`config.mk`:
```
export PLATFORM = sky130hd
export DESIGN_NAME = regfile_wb_scoreboard
export DESIGN_NICKNAME = d
export VERILOG_FILES = /design/src/rtl/regfile_wb_scoreboard_pkg.sv /design/src/rtl/regfile_wb_scoreboard_pend_counter.sv /design/src/rtl/regfile_wb_scoreboard.sv
export SDC_FILE = /design/constraint.sdc
export NUM_CORES = 2
export LEC_CHECK = 0
export ABC_AREA = 1
export BUFFER_PORTS_ARGS = -buffer_cell sky130_fd_sc_hd__buf_4
export CORE_MARGIN = 10
export CORE_UTILIZATION = 57
export DETAILED_ROUTE_END_ITERATION = 8
export PLACE_DENSITY = 0.8
export REMOVE_ABC_BUFFERS = 1
export SETUP_SLACK_MARGIN = 0.4
export SYNTH_ARGS = -nofsm -noshare
export SYNTH_HDL_FRONTEND = slang
export SYNTH_SLANG_ARGS = --single-unit
```
`constraint.sdc`:
```
create_clock -name clk -period 36.4 [get_ports clk]
set_input_delay 3.64 -clock clk [delete_from_list [all_inputs] [get_ports clk]]
set_output_delay 3.64 -clock clk [all_outputs]
set_load 0.01 [all_outputs]
```
`src/rtl/regfile_wb_scoreboard_pkg.sv`:
```
// Shared constants for the register file / write-back scoreboard slice.
// Also used by the destination-select mux (RA_REG) in the wider core.
package regfile_wb_scoreboard_pkg;

  localparam int NREG = 32;
  localparam int AW   = 5;
  localparam int DW   = 32;
  localparam int CW   = 2;

  localparam logic [CW-1:0] CW_MAX   = '1;
  localparam logic [AW-1:0] ZERO_REG = 5'd0;
  localparam logic [AW-1:0] RA_REG   = 5'd31;

endpackage

```
`src/rtl/regfile_wb_scoreboard_pend_counter.sv`:
```
// One pending-write counter: saturating up/down, with an overflow pulse
// when an issue hits a counter that is already at CW_MAX.
module regfile_wb_scoreboard_pend_counter
  import regfile_wb_scoreboard_pkg::*;
(
  input  logic          clk,
  input  logic          reset,
  input  logic          inc,
  input  logic          dec,
  output logic [CW-1:0] cnt,
  output logic          ovf
);

  // Simultaneous inc and dec cancel, so only a net increment can overflow.
  assign ovf = inc && !dec && (cnt == CW_MAX);

  // NOTE: state is updated with non-blocking assignments so every flop
  // samples pre-edge values regardless of process ordering.
  always_ff @(posedge clk or posedge reset) begin
    if (reset) begin
      cnt <= '0;
    end else if (inc && !dec && cnt != CW_MAX) begin
      cnt <= cnt + 1'b1;
    end else if (dec && !inc && cnt != '0) begin
      cnt <= cnt - 1'b1;
    end
  end

endmodule

```
`src/rtl/regfile_wb_scoreboard.sv`:
```
// Register file with write-first bypass and a per-register pending-write
// scoreboard that stalls decode on operands whose producer is in flight.
module regfile_wb_scoreboard
  import regfile_wb_scoreboard_pkg::*;
(
  input  logic               clk,
  input  logic               reset,
  input  logic [AW-1:0]      ra1,
  input  logic [AW-1:0]      ra2,
  output logic [DW-1:0]      rd1,
  output logic [DW-1:0]      rd2,
  input  logic               use1,
  input  logic               use2,
  input  logic               issue_en,
  input  logic [AW-1:0]      issue_wa,
  input  logic               we,
  input  logic [AW-1:0]      wa,
  input  logic [DW-1:0]      wd,
  output logic               stall,
  output logic               ovf_err,
  output logic [NREG*CW-1:0] pend_cnt
);

  logic [DW-1:0]            regs [NREG];
  logic [NREG-1:0][CW-1:0]  cnt;
  logic [NREG-1:0]          ovf_vec;
  logic                     wb_valid;
  logic                     pend1;
  logic                     pend2;

  assign wb_valid = we && (wa != ZERO_REG);

  // NOTE: the array is cleared on reset because reads after reset must
  // return zero; without that requirement it would be left unreset.
  always_ff @(posedge clk or posedge reset) begin
    if (reset) begin
      for (int i = 0; i < NREG; i++) regs[i] <= '0;
    end else if (wb_valid) begin
      regs[wa] <= wd;
    end
  end

  // Write-first read ports; register 0 never reaches the array output.
  // NOTE: every output gets a default first so no path infers a latch.
  always_comb begin
    rd1 = '0;
    rd2 = '0;
    if (ra1 != ZERO_REG) rd1 = (we && wa == ra1) ? wd : regs[ra1];
    if (ra2 != ZERO_REG) rd2 = (we && wa == ra2) ? wd : regs[ra2];
  end

  assign cnt[0]     = '0;
  assign ovf_vec[0] = 1'b0;

  for (genvar i = 1; i < NREG; i++) begin : g_cnt
    regfile_wb_scoreboard_pend_counter u_cnt (
      .clk   (clk),
      .reset (reset),
      .inc   (issue_en && issue_wa == AW'(i)),
      .dec   (we && wa == AW'(i)),
      .cnt   (cnt[i]),
      .ovf   (ovf_vec[i])
    );
  end

  assign pend_cnt = cnt;

  // A lone outstanding writer retiring this cycle is covered by the bypass.
  always_comb begin
    pend1 = use1 && (ra1 != ZERO_REG) && (cnt[ra1] != '0) &&
            !((cnt[ra1] == CW'(1)) && we && (wa == ra1));
    pend2 = use2 && (ra2 != ZERO_REG) && (cnt[ra2] != '0) &&
            !((cnt[ra2] == CW'(1)) && we && (wa == ra2));
    stall = pend1 | pend2;
  end

  always_ff @(posedge clk or posedge reset) begin
    if (reset) begin
      ovf_err <= 1'b0;
    end else if (|ovf_vec) begin
      ovf_err <= 1'b1;
    end
  end

endmodule

```
==> metrics.md <==
| Metric | Value |
|---|---|
| Achievable frequency | `~0.08 GHz` |
| Setup crit start kind | `primary input` |
| Total CTS buffers | `114` |
| Max Cap Viol | `0` |
| Maximum number of pins on one net before global-route repair | `200` |
| Worst-path clk slew | `60 ps` |
| Cells on worst reg2reg path | `6` |
| # clock sinks | `~1100` |
| Synthesized area divided by synthesized cell count | `7.10 sq um` |
| Floorplan die area | `around 0.12 sq mm` |
| DRC marker count from the first detailed-route iteration | `between 10000 and 15000` |
| Via count of the first global-routing pass | `59800` |
| Area grow syn2layout | `8.31%` |
| Hold Crit Start | `regs[1022]$_DFFE_PP0P_` |
| Initial antenna violation count | `12` |
| Number of flops mapped to enable cells by yosys | `0` |
| Max-slew violation count | `0` |
| Number of buffers added to fix hold violations after cts | `0` |
| Skew final | `19.9 ps` |
| Area used by sequential logic in the layout | `around 0.027 sq mm` |
| Gate count of the mapped netlist | `about 8600` |
| Clock network latency to the later pin of the worst-skew pair | `about 730 ps` |
| Number of design rule violations left after detail routing | `0` |
| Number of warnings issued by yosys | `0` |
| Vias per Instance | `6.57` |
| Instance count after placement with tap cells included | `9487` |
| Post-synthesis cell area | `between 0.06 and 0.07 sq mm` |
| Dominant synthesized flop cell | `dfrtp_1` |
| Remaining global-route overflow | `0` |
| Count of state elements after synthesis | `approximately 1100` |
| Share of the synthesized area in the top cell type | `0.448` |
| TritonCTS clock tree | `yes` |
| Effective utilization at floorplan | `0.576` |
| Slowest-stage cell, CP | `buf_4` |
| Endpoints failing setup | `0` |
| TNS Setup | `0 ps` |
| DRT Wirelength | `around 240000 microns` |
| Count of port buffers added during placement | `185` |
| Fill cells | `between 9000 and 10000` |
| Core Area | `about 0.11 sq mm` |
| Critical R2R Launch | `g_cnt[24].u_cnt.cnt[0]$_DFFE_PP0P_` |
| Critical path class | `primary input to output port` |
| Number of failing hold endpoints at the final stage | `0` |
| Final cell area excluding filler cells | `between 0.06 and 0.07 sq mm` |
| Static leakage | `30.0 nW` |
| Maximum level of the CTS H-tree | `3` |
| Routed length per instance | `roughly 24 microns` |
| Tightest Hold Check Type | `flop to flop` |
| Post-synthesis adder-cell area fraction | `0` |
| Post-CTS Setup Repair Bufs | `0` |
| Post-Place Cell Area | `0.0619 sq mm` |
| Multiplexer share of the synthesized area | `0` |
| Required time at the worst-slack endpoint | `around 33000 ps` |
| First-pass detailed-route iteration total | `7` |
| Slowest Stage Delay on Critical Path | `between 900 and 1000 ps` |
| Share of the yosys chip area belonging to registers | `0.448` |
| Number of nets with antenna violations after routing | `0` |
| Worst ir drop on vdd | `0.0000413 V` |
| End point of the worst hold path | `regs[1022]$_DFFE_PP0P_` |
| Area fraction in compound gates after synthesis | `0.209` |
| Most frequent cells in the layout | `nand2_1, o21ai_0, dfrtp_1, nand3_1, inv_1` |
| Worst setup EP type | `output port` |
| Share of synthesized cell area in and, or, nand and nor gates | `0.249` |
| Post-synthesis cell type count | `32` |
| Setup repair after global routing missed its margin | `false` |
| Placement Rows | `roughly 120` |
| Io pins | `~190` |
| Setup slack, reg-to-reg | `roughly 35000 ps` |
| Top cells by area, synth | `dfrtp_1, nand2_1, o21ai_0` |
| Number of instances resized during post-cts repair | `0` |
| Final non-filler cell total | `slightly below 10000` |
| Post-layout worst setup margin | `between 20000 and 25000 ps` |
| Aggregate global-route resource usage | `0.380` |
| Period Utilization, post-route | `0.338` |
| CP dominant cell by count | `nand2_1` |
| Worst slack at placement | `around 25000 ps` |
| Commonest non-fill, non-tap cell in the layout | `nand2_1` |
| Total vias in the final route | `roughly 64000` |
| Buffers from clock root to sink, at most | `3` |
| Post-Synth XOR/XNOR Area | `0.00504` |
| Worst Hold Depth | `0` |
| Proportion of layout cells with a drive suffix above 1 | `0.0648` |
| Arrival time at the worst endpoint | `approximately 8700 ps` |
| Largest fanout of any net on the critical path | `just over 80` |
| First-pass GRT wire length | `357000 microns` |
| Cell chain of the critical path | `buf_8 > buf_4 > inv_6 > nor2_4 > buf_4 > nand2_1 > nand3_1 > nand2_1 > nand2_1 > nor2_1 > nand2_1 > nand3_1 > a21oi_1 > buf_4` |
| Post-detail-place hpwl | `~130000 microns` |
| Worst Setup SP | `ra1[0]` |
| Cell type contributing the most total cell area after synthesis | `dfrtp_1` |
| Post-synth ARST share | `1.00` |
| End of the worst register-to-register path | `ovf_err$_DFFE_PP0P_` |
| Area of the multi-input gates | `approximately 0.028 sq mm` |
| Main combinational cell family by area after synthesis | `simple AND/OR/NAND/NOR gates` |
| Transition time at the pin with the least slew margin | `between 1000 and 1500 ps` |
| Remaining max-slew budget at the tightest pin | `0.0562` |
| Pwr Density | `55.4 mW/mm^2` |
| Overall die width | `approximately 350 microns` |
| Count of nets after finishing | `between 8000 and 9000` |
| Fin crit period | `~12000 ps` |
| Clock root buffer | `clkbuf_16` |
| Outcome | `finished, final reports clean` |
| Die Y | `roughly 350 microns` |
| Final RePlAce weighted congestion | `~0.93` |
## metal layers
metal	global-route usage	part of all wire	vias up
met1	0.480	0.35	29500
met2	0.557	0.41	5483
met5	0	0.00054	-
met3	0.131	0.17	1231
li1	-	-	27500
met4	0.232	0.072	12
## worst max-delay path: cells and delay by family
family,cells,cell delay (ps)
AOI/OAI and AO/OA,1,650
buffers and inverters,5,2760
and+or+nand+nor,8,1410
## kinds of logic (layout without fill, tap and decap cells)
logic type / count (synthesis) / in the layout
and+or+nand+nor: 3741 / 3741
AOI/OAI and AO/OA: 2318 / 2318
buffers and inverters: 1379 / 1124
DFF: 1087 / 1087
xor gates and xnor gates: 35 / 35
other: 1 / 8
## cells in the mapped netlist (16+ instances only)
library cell / n
a21oi_1: 561
a22oi_1: 16
a31oi_1: 37
buf_1: 108
buf_2: 195
clkbuf_1: 451
dfrtp_1: 1087
inv_1: 611
nand2_1: 2483
nand3_1: 688
nand4_1: 57
nor2_1: 494
o211ai_1: 340
o21ai_0: 1280
o221ai_1: 22
o22ai_1: 40
xor2_1: 34
## through the flow
step                      utilization  power (mW)  hold slack [ps]
after detailed placement        0.587        2.41              366
after floorplan                     -        2.12              354
after global placement          0.587        2.38              366
final                           0.623        3.64              377
after CTS                       0.623        3.61              378
after global routing            0.623        3.81              391
## final cells by class
class	count	share of cell area
antenna	6	0.000228
clock buffer	178	0.0535
clock inverter	33	0.00521
inverter	622	0.0360
multi-input combinational	6096	0.431
sequential	1087	0.413
tap	1391	0.0264
timing repair buffer	291	0.0346
## state kept, by name, summed over array words and instances, names as in the netlist
signal           cells
g_cnt.u_cnt.cnt     62
regs              1024
ovf_err              1
## where the power goes
group          switching, mW  internal, mW
registers              0.198          1.46
clock network          0.509         0.702
logic                  0.499         0.274
total                   1.21          2.44
## worst max path at each step
stage,end,slack (ps)
2_1_floorplan,g_cnt[10].u_cnt.cnt[0]$_DFFE_PP0P_,2160
3_3_place_gp,rd1[17],24580
3_5_place_dp,rd1[17],24570
4_1_cts,rd1[17],24560
5_1_grt,rd1[9],24060
6_report,rd1[9],24100
(Power assumes the default switching activity.)
